--- config.mk ---
export PLATFORM = sky130hd
export DESIGN_NAME = regfile_dump_reader
export DESIGN_NICKNAME = d
export VERILOG_FILES = /design/src/rtl/regfile_dump_reader.sv
export SDC_FILE = /design/constraint.sdc
export NUM_CORES = 1
export LEC_CHECK = 0
export BUFFER_PORTS_ARGS = -buffer_cell sky130_fd_sc_hd__buf_2
export CAP_MARGIN = 15
export CORE_MARGIN = 3
export CORE_UTILIZATION = 51
export CTS_CLUSTER_DIAMETER = 60
export DETAILED_ROUTE_END_ITERATION = 12
export PLACE_DENSITY = 0.81
export SLEW_MARGIN = 20
export SYNTH_ARGS = -nofsm -noshare
export SYNTH_HDL_FRONTEND = slang
export SYNTH_SLANG_ARGS = --single-unit
--- constraint.sdc ---
create_clock -name clk -period 3.9 [get_ports clk]
set_input_delay 0.39 -clock clk [delete_from_list [all_inputs] [get_ports clk]]
set_output_delay 0.39 -clock clk [all_outputs]
set_load 0.005 [all_outputs]
--- src/rtl/regfile_dump_reader.sv ---
// Walks registers FIRST_REG..LAST_REG through the register file's combinational
// read port and streams each {index, value} pair out over a valid/ready port.
module regfile_dump_reader #(
  parameter int DATA_WIDTH = 16,
  parameter int ADDR_WIDTH = 4,
  parameter int FIRST_REG  = 0,
  parameter int LAST_REG   = 15
) (
  input  logic                  clk,
  input  logic                  reset,
  input  logic                  start,
  output logic [ADDR_WIDTH-1:0] ra,
  input  logic [DATA_WIDTH-1:0] rd,
  output logic [DATA_WIDTH-1:0] out_data,
  output logic [ADDR_WIDTH-1:0] out_addr,
  output logic                  out_valid,
  input  logic                  out_ready,
  output logic                  busy,
  output logic                  done,
  output logic [1:0]            dbg_state
);

  // Handshake: a beat transfers on any rising edge where out_valid and
  // out_ready are both high; while out_valid is high and out_ready is low,
  // out_data/out_addr hold. out_ready is ignored when out_valid is low.

  typedef enum logic [1:0] {
    IDLE = 2'd0,
    READ = 2'd1,
    SEND = 2'd2,
    DONE = 2'd3
  } state_t;

  localparam logic [ADDR_WIDTH-1:0] FIRST = ADDR_WIDTH'(FIRST_REG);
  localparam logic [ADDR_WIDTH-1:0] LAST  = ADDR_WIDTH'(LAST_REG);

  state_t state;

  assign dbg_state = state;

  always_ff @(posedge clk or posedge reset) begin
    if (reset) begin
      state     <= IDLE;
      ra        <= FIRST;
      out_data  <= '0;
      out_addr  <= '0;
      out_valid <= 1'b0;
      busy      <= 1'b0;
      done      <= 1'b0;
    end else begin
      case (state)
        IDLE: begin
          if (start) begin
            state <= READ;
            ra    <= FIRST;
            busy  <= 1'b1;
          end
        end
        READ: begin
          // Snapshot taken here; later writes to this register do not leak into the beat.
          out_data  <= rd;
          out_addr  <= ra;
          out_valid <= 1'b1;
          state     <= SEND;
        end
        SEND: begin
          if (out_ready) begin
            out_valid <= 1'b0;
            // Compare before increment so LAST_REG at the top of the range never wraps.
            if (ra == LAST) begin
              state <= DONE;
              done  <= 1'b1;
            end else begin
              ra    <= ra + 1'b1;
              state <= READ;
            end
          end
        end
        DONE: begin
          done  <= 1'b0;
          busy  <= 1'b0;
          state <= IDLE;
        end
        default: begin
          state <= IDLE;
        end
      endcase
    end
  end

endmodule

==> impl.org, run 1 <==
** Clock tree
- The root buffer cell chosen for the clock tree is clkbuf_4.
- Buffers from clock root to sink, at most :: 2
- Post-CTS repair changed the size of 0 cells.
- The later pin in the worst-skew pair is clocked with a latency of 0.32 ns.
- Clock-pin slew was measured on the worst setup and hold paths at 0.08 ns.
- CTS saw 29 sinks.
- Buffers inserted to repair hold after CTS numbered 0.
- The H-tree generated during clock tree synthesis spans 2 levels.
- Clock buffer count from CTS :: 5
- Buffer count from post-CTS setup fixing :: 0
- CTS tree :: yes

** Pwr
- Switching power :: 371 uW
- The analysis attributes to cell leakage a power of 0.824 nW.
- Power share of the combinational group :: 41.2%
- For this design the ratio of total power to cell area is 748 nW/um2.
- The worst-case IR drop observed on VDD is 453 uV.
- Clock group share of total power :: 15.0%
- Of the total power, registers draw 43.8%.
- Post-layout power :: 1.18 mW
- Cell internal power was estimated by the tool at 810 uW.
- Switching share of power :: 31.4%

** Setup path
- Of all nets on the critical path, the largest fanout is 21.
- Critical Path End :: out_addr[3]$_DFFE_PP0P_
- STA puts the critical path data required time at 4.11 ns.
- STA classifies the critical path endpoint as a register.
- Worst setup path start :: dbg_state[0]$_DFFE_PP0P_
- The setup path with the least slack is of type reg2reg.
- In this run the critical register-to-register path is captured at out_addr[3]$_DFFE_PP0P_.
- R2R Setup Slk :: 2.10 ns
- Startpoint Class :: register
- R2R depth :: 2
- The startpoint identified for the worst register-to-register timing path is dbg_state[0]$_DFFE_PP0P_.
- Worst EP arrival :: 2.01 ns

** Timing
- Number of slew-limit violations in the final report :: 0
- For this run, the top clock speed supported by timing is 557 MHz.
- Largest clock skew in the final design :: 0.00327 ns
- Setup violations remaining at the end of the flow were counted as 0.
- Final sum of negative setup slack :: 0 ns
- At the pin with the least slew margin, the transition time is 0.812 ns.
- Of the available clock period, the critical path in the final layout requires 46.0%.
- Worst rel slew slack :: 45.7%
- Post-layout minimum cycle time :: 1.80 ns
- Setup repair after global routing left no endpoint under its margin.
- The final hold violation count is 0.

** Die
- Std cell rows :: 17
- Starting density of the core :: 56.5%
- During I/O placement, the number of pins put on the boundary was 49.
- The core region is 2320 um2.
- Die W :: 56.7 um
- Area enclosed by the die boundary :: 3210 um2
- Die Height :: 56.7 um

** GRT
- Via count of the first global-routing pass :: 894
- The number of antenna violations at the first check in global routing is 0.
- Global routing consumed, over all layers together, 17.5% of the routing resources.
- The first global-routing pass estimated 4.24 mm of wire.
- Entering global routing, the biggest net connects 30 pins.
- Total congestion overflow after global routing :: 0

** Logic synthesis
- Top-area cell type share of the netlist area :: 55.4%
- When the netlist entered floorplanning its net count stood at 106.
- The biggest area contributor in the post-synthesis netlist is dfrtp_1.
- By area the synthesized netlist is led by dfrtp_1, mux2_4, buf_12.
- Counting distinct cell types in the post-synthesis netlist gives 28.
- Synthesis-stage register bit count :: 29
- Mean instance size in the synthesized netlist :: 15.4 um2
- After synthesis, the most frequently instantiated cells are dfrtp_1, mux2_4, inv_1, nand3_1.
- The most common cell in the synthesized netlist is dfrtp_1.
- Cell Area, Synth :: 1310 um2
- Count of synthesis-stage warnings from yosys :: 0
- Synthesis produced 85 cells.
- Number of enable flip-flop cells after synthesis :: 0
- Proportion of register bits with asynchronous set or reset after synthesis :: 100%
- Top FF cell, synth :: dfrtp_1
- Share of synthesized area occupied by flip-flops and latches :: 55.4%

** Place
- The count of buffers added on input and output ports is 48.
- Post-detailed-placement half-perimeter wirelength :: 1.85 mm
- Final weighted congestion in routability-driven placement :: 0.808

** Routing
- Total vias in the final route :: 840
- Detailed-route vias per instance :: 5.12
- Routed signal wires occupy layers up through met4.
- In the routed design, unresolved DRC markers number 0.
- Detailed routing placed a total of 213 um of wire on met3.
- Router iterations before antenna repair :: 3
- Wire length per cell :: 15.3 um
- The detail route stage leaves a number of antenna-violating nets equal to 0.
- Metal2 WL :: 1.19 mm
- Final wirelength :: 2.50 mm
- The detailed router finished its first iteration with 11 violations.
- For this block, wires on met1 add up to 1.05 mm.

** Final layout
- Footprint of the multi-input gates :: 507 um2
- The area growth from synthesis to layout is 20.4%.
- At the end of the flow the core is filled with cells to 68.1%.
- Number of filler instances in the final layout :: 176
- Fraction of final layout cells with drive strength greater than 1 :: 58.8%
- Post-layout net count :: 157
- The sequential cells in the finished layout cover a total of 726 um2.
- 0 antenna diodes ended up in the layout.

** Min path
- In this run the worst hold path is classified as in2async.

** Status
- Result of the run :: finished, final reports clean

** Run
- Max cap viols :: 0
==> power groups by stage <==
stage | combinational [mW] | clock, mW | sequential, mW
4_1_cts | 0.495 | 0.184 | 0.517
5_1_grt | 0.531 | 0.198 | 0.536
2_1_floorplan | 0.368 | 0 | 0.511
6_report | 0.486 | 0.177 | 0.517
3_3_place_gp | 0.477 | 0 | 0.511
3_5_place_dp | 0.489 | 0 | 0.524
==> layout by cell type (no fill, tap or decap), types with 2 or more instances in the layout <==
| cell | instances |
|---|---|
| mux2i_1 | 2 |
| nand3_1 | 4 |
| dfrtp_1 | 29 |
| a21oi_1 | 2 |
| buf_2 | 48 |
| nand2b_1 | 2 |
| clkbuf_4 | 5 |
| inv_1 | 3 |
| mux2_4 | 19 |
==> flip-flops by register name (all words and copies together), names as in the netlist <==
register and count:
done 1, dbg_state 2, out_addr 4, out_valid 1, out_data 16, ra 4
busy 1
==> metrics by stage <==
| stage | instances | cell area [um2] | setup WS (ns) | hold slack [ns] |
|---|---|---|---|---|
| 6_report | 164 | 1580 | 2.10 | 0.122 |
| 5_1_grt | 164 | 1580 | 2.01 | 0.160 |
| 3_5_place_dp | 157 | 1520 | 2.12 | 0.491 |
| 4_1_cts | 164 | 1580 | 2.11 | 0.285 |
| 3_3_place_gp | 157 | 1520 | 2.19 | 0.486 |
| 2_1_floorplan | 85 | 1310 | 2.59 | 0.468 |
==> layout make-up <==
type                       count  share of cell area [%]
clock buffer                   7                    3.49
inverter                       4                   0.952
multi-input combinational     48                    32.1
sequential                    29                    46.0
tap                           28                    2.22
timing repair buffer          48                    15.2
==> critical path, stage by stage, from the launching register on <==
cell and delay [ns]:
dfrtp_1 0.52, nor2b_4 0.75, mux2_2 0.41
==> metal layers <==
metal / vias to the layer above / track usage [%]
li1: 402 / -
met1: 399 / 21.8
met2: 32 / 26.1
met3: 7 / 8.28
met4: 0 / 7.12
met5: - / 0
==> how the worst min path moves through the flow <==
stage                              from                       end  slack, ns  cells after the start
4_1_cts                          rd[10]  out_data[10]$_DFFE_PP0P_       0.29                      2
6_report                          reset   out_data[3]$_DFFE_PP0P_       0.12                      2
3_3_place_gp    out_data[2]$_DFFE_PP0P_   out_data[2]$_DFFE_PP0P_       0.49                      1
3_5_place_dp   out_data[10]$_DFFE_PP0P_  out_data[10]$_DFFE_PP0P_       0.49                      1
5_1_grt                           reset  out_data[11]$_DFFE_PP0P_       0.16                      2
2_1_floorplan                     reset          busy$_DFFE_PP0P_       0.47                      1
==> cells by family (layout without fill, tap and decap cells) <==
logic type,after synthesis,in the layout,share of synthesized area (%)
DFF,29,29,55.4
muxes,23,23,25.2
AOI/OAI and AO/OA,12,12,6.88
and+or+nand+nor,12,12,5.63
buffers and inverters,8,59,5.92
adders and majority gates,1,1,0.955
No activity file was read; power rests on OpenSTA's default activity.
==> run 2: changes to the inputs <==
--- a/config.mk
+++ b/config.mk
@@ -8,10 +8,10 @@
 export BUFFER_PORTS_ARGS = -buffer_cell sky130_fd_sc_hd__buf_2
 export CAP_MARGIN = 15
 export CORE_MARGIN = 3
-export CORE_UTILIZATION = 51
+export CORE_UTILIZATION = 43
 export CTS_CLUSTER_DIAMETER = 60
 export DETAILED_ROUTE_END_ITERATION = 12
-export PLACE_DENSITY = 0.81
+export PLACE_DENSITY = 0.73
 export SLEW_MARGIN = 20
 export SYNTH_ARGS = -nofsm -noshare
 export SYNTH_HDL_FRONTEND = slang
==> constraint.sdc (replaced) <==
create_clock -name clk -period 1.5 [get_ports clk]
set_input_delay 0.15 -clock clk [delete_from_list [all_inputs] [get_ports clk]]
set_output_delay 0.15 -clock clk [all_outputs]
set_load 0.005 [all_outputs]
==> impl.org, run 2 (synthesized netlist as in run 1, its figures left out) <==
** Status
- Result of the run :: finished, final reports clean

** Setup path
- Largest fanout of any net on the critical path :: 7
- STA classifies the critical path endpoint as a register.
- WP data required :: 1.75 ns
- Worst EP arrival :: 1.59 ns
- The critical path starts at dbg_state[1]$_DFFE_PP0P_.
- The startpoint identified for the worst register-to-register timing path is dbg_state[1]$_DFFE_PP0P_.
- The worst setup path is launched from a register.
- The setup path with the least slack is of type reg2reg.

** Routing
- Residual DRC count :: 0
- Final wirelength :: 2.62 mm
- The first detailed-routing pass ran for 4 iterations.
- Remaining antenna violation count :: 0
- Initial DRC Count :: 24
- Wire length per cell :: 15.0 um
- The detailed router placed 895 vias in this run.
- Detailed-route vias per instance :: 5.14

** Clock tree
- Later-pin clock latency in the skew report :: 0.32 ns
- The tree is rooted in a clkbuf_4.
- The clock tree synthesis step divided the H-tree into 2 levels.
- TritonCTS built the clock tree.
- The tree built by TritonCTS fans out to 29 sinks.
- Clock-pin slew was measured on the worst setup and hold paths at 0.08 ns.
- The clock passes through at most 2 buffers.
- Clock buffer count from CTS :: 5

** Timing
- On the final layout, the worst clock skew is 0.00246 ns.
- Hold WS :: 0.0499 ns
- Final sum of negative setup slack :: 0 ns
- Post-layout minimum cycle time :: 1.35 ns
- In the finished design, the share of the clock period the worst path needs comes to 89.7%.
- The final hold violation count came to 0.
- At the pin with the least slew margin, the transition time is 0.368 ns.
- Setup violations remaining at the end of the flow were counted as 0.
- Setup repair after global routing left no endpoint under its margin.
- In this run the tightest slew margin relative to its limit is 75.5%.
- Number of slew-limit violations in the final report :: 0
- The worst path meets setup with 0.154 ns of slack.
- Peak clock frequency supported by timing :: 743 MHz

** Place
- Final weighted congestion in routability-driven placement :: 0.799
- Placed insts :: 166
- The wire-length estimate of the detail-placed layout is 1.84 mm.
- Before CTS, the worst setup slack after placement is 0.127 ns.
- Number of I/O port buffers :: 48

** Final layout
- The register with the most flip-flops in the layout has 16 of them.
- Growth of design area from synthesis to finish :: 27.0%
- Post-route non-filler standard cell count :: 174
- Post-layout net count :: 164
- The top cell types in the final layout, fill and taps aside, are buf_2, dfrtp_1, mux2_4, clkbuf_4.
- Fraction of final layout cells with drive strength greater than 1 :: 60.1%
- Leading registers by flop count :: out_data (16), out_addr (4), ra (4)
- Most frequent standard cell in the layout excluding fill and tap cells :: buf_2
- Diodes inserted :: 0
- Counting the fill cells in the layout gives 252.
- Top reg by flops :: out_data

** Pwr
- Internal power comes to 2.22 mW.
- Net switching is 30.7% of the power.
- Power spread over the standard cell area amounts to 1930 nW/um2.
- In this run the power spent charging and discharging nets is 985 uW.
- Power share of the combinational group :: 44.6%
- The share of total power dissipated in the clock network is 14.8%.
- Post-layout power :: 3.21 mW
- Leakage dissipation :: 0.864 nW
- VDD IR-drop max :: 948 uV
- Relative contribution of sequential cells to total power :: 40.6%

** GRT
- Entering global routing, the biggest net connects 30 pins.
- Number of antenna violations at the first check in global routing :: 0
- Most Used Layer, Global Route :: met2
- The number of global-route vias before repair was 879.
- Global routing used 6.29% of the available met3 tracks.
- Global-route total usage across every layer :: 15.8%
- For this run, global-route usage on met1 was measured as 19.1%.
- Global routing finished with a remaining overflow of 0.
- Global-route wire length before repair :: 4.20 mm
- Global routing consumed, on the met2 layer, 25.2% of the routing resources.

** Die
- From bottom edge to top edge, the die measures 61.2 um.
- Core ar. :: 2830 um2
- The floorplan step defined a die boundary enclosing 3740 um2.
- In this run the horizontal extent of the chip is 61.2 um.
- Pin placement for this block handled 49 I/O pins.
- Std cell rows :: 19
- The initial utilization of the core area, before any placement, comes to 46.3%.

** Min path
- Min-Delay Startpoint :: rd[3]
- Type of the most critical hold path :: in2reg

** Run
- The tool flagged a number of max-cap violations equal to 0.
-- run 2: per-stage QoR --
step           instance area, um2  utilization, %
3_5_place_dp                 1600            56.4
3_3_place_gp                 1600            56.4
4_1_cts                      1660            58.7
5_1_grt                      1660            58.8
6_report                     1660            58.8
2_1_floorplan                1310               -
-- run 2: final timing paths --
kind / slack (ns) / depth (start not counted) / endpoint
max: 0.15 / 4 / ra[1]$_DFFE_PP0P_
min: 0.05 / 2 / out_data[3]$_DFFE_PP0P_
max reg2reg: 0.15 / 4 / ra[1]$_DFFE_PP0P_
min reg2reg: 0.51 / 1 / out_data[1]$_DFFE_PP0P_
max in group asynchronous: 0.79 / 4 / done$_DFFE_PP0P_
min in group asynchronous: 0.45 / 4 / out_data[3]$_DFFE_PP0P_
-- run 2: cell type report --
type / instances / area [um2] / share of cell area [%]
flip-flops and latches: 29 / 726 / 43.6
multi-input cells: 48 / 509 / 30.6
repair buffers: 55 / 320 / 19.2
clock buffers: 7 / 55.1 / 3.31
well taps: 31 / 38.8 / 2.33
inverters: 4 / 15.0 / 0.902
-- run 2: metal layers --
| metal | vias to the layer above | routed length [um] |
|---|---|---|
| met1 | 440 | 1110 |
| met3 | 4 | 186 |
| met4 | 0 | 24 |
| li1 | 419 | - |
| met5 | - | 0 |
| met2 | 32 | 1300 |
-- run 2: power by group through the flow --
stage | sequential (mW) | clock [mW] | combinational, mW
finish | 1.30 | 0.474 | 1.43
global route | 1.35 | 0.530 | 1.57
CTS | 1.31 | 0.491 | 1.45
detailed placement | 1.32 | 0 | 1.43
global placement | 1.29 | 0 | 1.42
floorplan | 1.33 | 0 | 0.958
-- run 2: what timing repair did --
action                                 4_1_cts  5_1_grt
gates resized for setup                      0        1
buffers inserted                             0        0
setup endpoints to repair                    0        2
endpoints found under the hold margin       29        0
hold buffers                                 1        0
-- run 2: critical path: stages, from the launching register on --
cell and delay, ns:
dfrtp_1 0.50, buf_4 0.19, mux2i_2 0.31, a211oi_2 0.10, o22ai_1 0.16
